==> config.mk <==
export PLATFORM = sky130hd
export DESIGN_NAME = prog_sequencer_flat
export DESIGN_NICKNAME = d
export VERILOG_FILES = /design/src/rtl/prog_sequencer_if.sv /design/src/rtl/prog_sequencer.sv /design/src/flat_wrapper.sv
export SDC_FILE = /design/constraint.sdc
export NUM_CORES = 1
export LEC_CHECK = 0
export CAP_MARGIN = 0
export CORE_MARGIN = 5
export CORE_UTILIZATION = 52
export DETAILED_ROUTE_END_ITERATION = 12
export PLACE_DENSITY = 0.76
export SLEW_MARGIN = 5
export SYNTH_ARGS = -nofsm -noshare
export SYNTH_HDL_FRONTEND = slang
export SYNTH_SLANG_ARGS = --single-unit
==> constraint.sdc <==
create_clock -name clk -period 2.75 [get_ports clk]
set_input_delay 0.55 -clock clk [delete_from_list [all_inputs] [get_ports clk]]
set_output_delay 0.55 -clock clk [all_outputs]
set_load 0.02 [all_outputs]
==> src/rtl/prog_sequencer_if.sv <==
// Control/status bundle between the program sequencer and its driver
// (instruction fetch address, decoder inputs, run handshake and LUT writes).
interface prog_sequencer_if #(
    parameter int unsigned D  = 10,
    parameter int unsigned LW = 3,
    parameter int unsigned CW = 16
) ();
    logic          req;
    logic          stall;
    logic          branch;
    logic [LW-1:0] idx;
    logic          halt;
    logic          lut_wr_en;
    logic [LW-1:0] lut_wr_idx;
    logic [D-1:0]  lut_wr_dat;
    logic [D-1:0]  prog_ctr;
    logic          busy;
    logic          done;
    logic          timeout;
    logic [CW-1:0] cycle_cnt;

    modport master (
        output req, stall, branch, idx, halt, lut_wr_en, lut_wr_idx, lut_wr_dat,
        input  prog_ctr, busy, done, timeout, cycle_cnt
    );

    modport slave (
        input  req, stall, branch, idx, halt, lut_wr_en, lut_wr_idx, lut_wr_dat,
        output prog_ctr, busy, done, timeout, cycle_cnt
    );
endinterface

==> src/rtl/prog_sequencer.sv <==
// Program sequencer: owns the PC, a programmable branch-offset LUT and the req/done
// run control, with stall, halt, a run-cycle counter and a watchdog.
module prog_sequencer #(
    parameter int unsigned D        = 10,
    parameter int unsigned LW       = 3,
    parameter int unsigned START_PC = 0,
    parameter int unsigned HALT_PC  = 128,
    parameter int unsigned CW       = 16,
    parameter int unsigned MAX_CYC  = (1 << CW) - 1
) (
    input  logic            clk,
    input  logic            reset,
    prog_sequencer_if.slave bus
);
    localparam int unsigned Depth = 1 << LW;

    typedef enum logic [1:0] {StIdle, StRun, StDone} state_e;

    state_e        state_q;
    logic [D-1:0]  pc_q;
    logic [CW-1:0] cnt_q;
    logic          timeout_q;
    logic [D-1:0]  lut_q [Depth];

    logic [D-1:0]  offset;
    logic          halt_exit;
    logic          wd_exit;

    // Stall masks the halt instruction but never the HALT_PC arrival check.
    assign offset    = lut_q[bus.idx];
    assign halt_exit = (bus.halt && !bus.stall) || (pc_q == D'(HALT_PC));
    assign wd_exit   = (cnt_q == CW'(MAX_CYC - 1));

    always_ff @(posedge clk or negedge reset) begin
        if (!reset) begin
            state_q   <= StIdle;
            pc_q      <= D'(START_PC);
            cnt_q     <= '0;
            timeout_q <= 1'b0;
        end else begin
            unique case (state_q)
                StIdle: begin
                    if (bus.req) begin
                        state_q   <= StRun;
                        pc_q      <= D'(START_PC);
                        cnt_q     <= '0;
                        timeout_q <= 1'b0;
                    end
                end
                StRun: begin
                    // The terminating halt edge is not counted, so a run from START_PC
                    // to HALT_PC reports exactly the number of PC steps taken.
                    if (halt_exit) begin
                        state_q   <= StDone;
                        timeout_q <= 1'b0;
                    end else begin
                        cnt_q <= cnt_q + CW'(1);
                        if (wd_exit) begin
                            state_q   <= StDone;
                            timeout_q <= 1'b1;
                        end else if (!bus.stall) begin
                            pc_q <= bus.branch ? pc_q + offset : pc_q + D'(1);
                        end
                    end
                end
                StDone: begin
                    if (!bus.req) begin
                        state_q <= StIdle;
                    end
                end
                default: state_q <= StIdle;
            endcase
        end
    end

    // Registered LUT: a write and a branch on the same entry see the old offset.
    always_ff @(posedge clk or negedge reset) begin
        if (!reset) begin
            for (int i = 0; i < Depth; i++) begin
                lut_q[i] <= D'(1);
            end
        end else if (bus.lut_wr_en) begin
            lut_q[bus.lut_wr_idx] <= bus.lut_wr_dat;
        end
    end

    assign bus.prog_ctr  = pc_q;
    assign bus.busy      = (state_q == StRun);
    assign bus.done      = (state_q == StDone);
    assign bus.timeout   = timeout_q;
    assign bus.cycle_cnt = cnt_q;
endmodule

==> src/flat_wrapper.sv <==
// flat-port wrapper written by rule: the top's interface ports become plain ports
module prog_sequencer_flat 
#(
    parameter int unsigned D        = 10,
    parameter int unsigned LW       = 3,
    parameter int unsigned START_PC = 0,
    parameter int unsigned HALT_PC  = 128,
    parameter int unsigned CW       = 16,
    parameter int unsigned MAX_CYC  = (1 << CW) - 1
)
  (clk, reset, bus_req, bus_stall, bus_branch, bus_idx, bus_halt, bus_lut_wr_en, bus_lut_wr_idx, bus_lut_wr_dat, bus_prog_ctr, bus_busy, bus_done, bus_timeout, bus_cycle_cnt);
  prog_sequencer_if #(.D(D), .LW(LW), .CW(CW)) bus_i ();
  input  logic clk;
  input  logic reset;
  input wire logic [$bits(bus_i.req)-1:0] bus_req;
  input wire logic [$bits(bus_i.stall)-1:0] bus_stall;
  input wire logic [$bits(bus_i.branch)-1:0] bus_branch;
  input wire logic [$bits(bus_i.idx)-1:0] bus_idx;
  input wire logic [$bits(bus_i.halt)-1:0] bus_halt;
  input wire logic [$bits(bus_i.lut_wr_en)-1:0] bus_lut_wr_en;
  input wire logic [$bits(bus_i.lut_wr_idx)-1:0] bus_lut_wr_idx;
  input wire logic [$bits(bus_i.lut_wr_dat)-1:0] bus_lut_wr_dat;
  output wire logic [$bits(bus_i.prog_ctr)-1:0] bus_prog_ctr;
  output wire logic [$bits(bus_i.busy)-1:0] bus_busy;
  output wire logic [$bits(bus_i.done)-1:0] bus_done;
  output wire logic [$bits(bus_i.timeout)-1:0] bus_timeout;
  output wire logic [$bits(bus_i.cycle_cnt)-1:0] bus_cycle_cnt;
  assign bus_i.req = bus_req;
  assign bus_i.stall = bus_stall;
  assign bus_i.branch = bus_branch;
  assign bus_i.idx = bus_idx;
  assign bus_i.halt = bus_halt;
  assign bus_i.lut_wr_en = bus_lut_wr_en;
  assign bus_i.lut_wr_idx = bus_lut_wr_idx;
  assign bus_i.lut_wr_dat = bus_lut_wr_dat;
  assign bus_prog_ctr = bus_i.prog_ctr;
  assign bus_busy = bus_i.busy;
  assign bus_done = bus_i.done;
  assign bus_timeout = bus_i.timeout;
  assign bus_cycle_cnt = bus_i.cycle_cnt;
  prog_sequencer #(.D(D), .LW(LW), .START_PC(START_PC), .HALT_PC(HALT_PC), .CW(CW), .MAX_CYC(MAX_CYC)) u_core (.clk(clk), .reset(reset), .bus(bus_i));
endmodule
==> results.sh <==
export IMPL_synth_area_leaders="dfrtp_1 (46%), mux2_2 (17%), mux4_2 (4.9%), dfstp_2 (3.8%), mux4_1 (3.8%)"
export IMPL_cp_end_kind="flip-flop"
export IMPL_finalNetCount=542
export IMPL_ys_warn_count=0
export IMPL_power_leakage_nw=2.97
export IMPL_slew_headroom_pct=47.8
export IMPL_hold_buffers=0
export IMPL_syn_num_nets=446
export IMPL_start_util_pct=53.5
export IMPL_fin_skew_ns=0.0115
export IMPL_finalSetupViolCount=0
export IMPL_synth_async_reset_ratio_pct=100
export IMPL_cp_required_ns=3.01
export IMPL_io_pins=52
export IMPL_htreeDepth=3
export IMPL_clockRootBuffer="clkbuf_8"
export IMPL_synth_cell_type_count=50
export IMPL_fmax_ghz=0.373
export IMPL_drive_gt1_share_pct=41.6
export IMPL_final_util_pct=67.2
export IMPL_area_growth_pct=25.5
export IMPL_power_mw=5.11
export IMPL_crit_type="in2reg"
export IMPL_cts_clk_slew_worst_paths_ns=0.11
export IMPL_min_period_ns=2.68
export IMPL_grt_max_degree=62
export IMPL_viasPerCell=5.83
export IMPL_startpoint_type="input pin"
export IMPL_hold_violations=0
export IMPL_synth_edf_count=0
export IMPL_drt_pre_antenna_iters=4
export IMPL_yosysMostFrequentCell="dfrtp_1"
export IMPL_final_cell_area_sq_um=6970
export IMPL_clock_sinks=109
export IMPL_dr_total_vias=3776
export IMPL_fp_dieW_um=113
export IMPL_place_inst=618
export IMPL_cts_made_buffers=9
export IMPL_cts_tree="done"
export IMPL_yosysTopAreaCell="dfrtp_1"
export IMPL_maxCapViolCount=0
export IMPL_yosysSeqAreaShare_pct=49.3
export IMPL_pwr_density_cell_nw_per_um2=734
export IMPL_synth_cells=411
export IMPL_worstPathMaxFanout=4
export IMPL_drv_slew=0
export IMPL_ant_nets=0
export IMPL_synth_main_ff_cell="dfrtp_1"
export IMPL_worstMarginPinSlew_ns=0.783
export IMPL_grt_pass1_wl_um=20500
export IMPL_post_place_ws_ns=-0.878
export IMPL_whs_ns=0.241
export IMPL_clock_path_buffers=2
export IMPL_place_area_sq_um=6510
export IMPL_std_cell_rows=37
export IMPL_io_buffers=51
export IMPL_fin_crit_sh_pct=97.4
export IMPL_core_sq_um=10400
export IMPL_antenna_found_initial=0
export IMPL_grt_usage_pct=20.2
export IMPL_netlist_top_cells_count="dfrtp_1 (101), mux2_2 (82), nand2_1 (24), nor2_1 (20), xor2_1 (13)"
export IMPL_ir_drop_v=0.000415
export IMPL_die_y_um=113
export IMPL_syn_mean_instance_area_sq_um=13.5
export IMPL_place_congestion=0.769
export IMPL_final_cells=648
export IMPL_grt_ovfl_total=0
export IMPL_hpwl_um=8440
export IMPL_insertion_delay_ns=0.37
export IMPL_grt_pass1_vias=3994
export IMPL_fin_setup_tns_ns=0
export IMPL_first_iter_violations=263
export IMPL_ys_ff_latch=109
export IMPL_n_antenna_cell=0
export IMPL_status="finished clean"
export IMPL_worstPathArrival_ns=2.93
export IMPL_dieArea_sq_um=12800
export IMPL_wl_per_cell_um=19.6
export IMPL_timing_final_ws_setup_ns=0.0715
export IMPL_drc=0
export IMPL_hold_path_class="in2async"
export IMPL_synth_top_area_share_pct=45.5
export IMPL_syn_area_sq_um=5550
export IMPL_wl_um=12700
==> layout make-up <==
cell class,instances,area (sq um)
Multi-Input combinational cell,278,2770
Clock buffer,9,124
Inverter,6,22.5
Timing Repair Buffer,103,1040
Fill cell,735,3400
Clock inverter,7,103
Tap cell,136,170
Sequential cell,109,2740
==> cells in the final DEF, fill, tap and decap left out, drive strengths merged, types with 11 or more instances in the layout <==
master,instances
ha,11
mux4,20
nand2,26
xor2,13
mux2,83
buf,52
clkbuf,11
nor2,20
clkdlybuf4s50,48
dfrtp,101
==> repair_timing <==
action                     in CTS  in global routing
gates resized for setup        19                 10
pin swaps                       8                  7
setup endpoints to repair       8                  4
setup buffers                   9                  2
cloned                          1                  2
==> sequential cells by signal, indices dropped and copies added (netlist names) <==
signal,flops
u_core.bus.prog_ctr,10
u_core.lut_q,80
u_core.bus.cycle_cnt,16
u_core.state_q,2
u_core.bus.timeout,1
==> final timing paths <==
path                                                   start                             endpoint  slack [ns]  cells past startpoint
worst max-delay path                              bus_idx[0]   u_core.bus.prog_ctr[5]$_DFFE_PN0P_        0.07                     13
worst min-delay path                                   reset  u_core.bus.cycle_cnt[4]$_DFFE_PN0P_        0.24                      1
worst max register to register  u_core.lut_q[31]$_DFFE_PN0P_   u_core.bus.prog_ctr[5]$_DFFE_PN0P_        0.12                     11
worst min register to register  u_core.lut_q[37]$_DFFE_PN0P_         u_core.lut_q[37]$_DFFE_PN0P_        0.51                      1
max in group asynchronous                              reset         u_core.lut_q[36]$_DFFE_PN0P_        1.77                      2
min in group clk                u_core.lut_q[37]$_DFFE_PN0P_         u_core.lut_q[37]$_DFFE_PN0P_        0.51                      1
==> power by group <==
group / total (mW) / switching (mW) / internal, mW
clock network: 1.12 / 0.592 / 0.527
registers: 2.23 / 0.264 / 1.96
logic: 1.76 / 0.831 / 0.932
total: 5.11 / 1.69 / 3.42
==> per-layer routing <==
metal,up-vias,wire [um],track usage (%)
li1,1708,-,-
met4,0,159,4.89
met3,15,660,4.49
met5,-,0,0
met2,99,6350,33.2
met1,1954,5520,27.4
==> critical path, cell delays in order <==
cell and delay [ns]:
buf_6 0.10, clkbuf_16 0.14, mux4_2 0.51, mux2_4 0.30, nand2_2 0.07, inv_1 0.06, ha_4 0.21, a21oi_2 0.16
nor2_2 0.06, or3b_4 0.37, a21oi_2 0.15, xor2_1 0.17, o31ai_1 0.08
==> logic make-up (layout without fill, tap and decap cells) <==
kind of cell	after synthesis	after routing	synth area share, %
simple gates	101	101	11.0
fa+ha+maj	12	12	2.84
flops	109	109	49.3
xor+xnor	20	20	3.16
mux	113	113	27.4
compound gates	32	32	4.13
buf+inv	24	125	2.16
(Power assumes the default switching activity.)
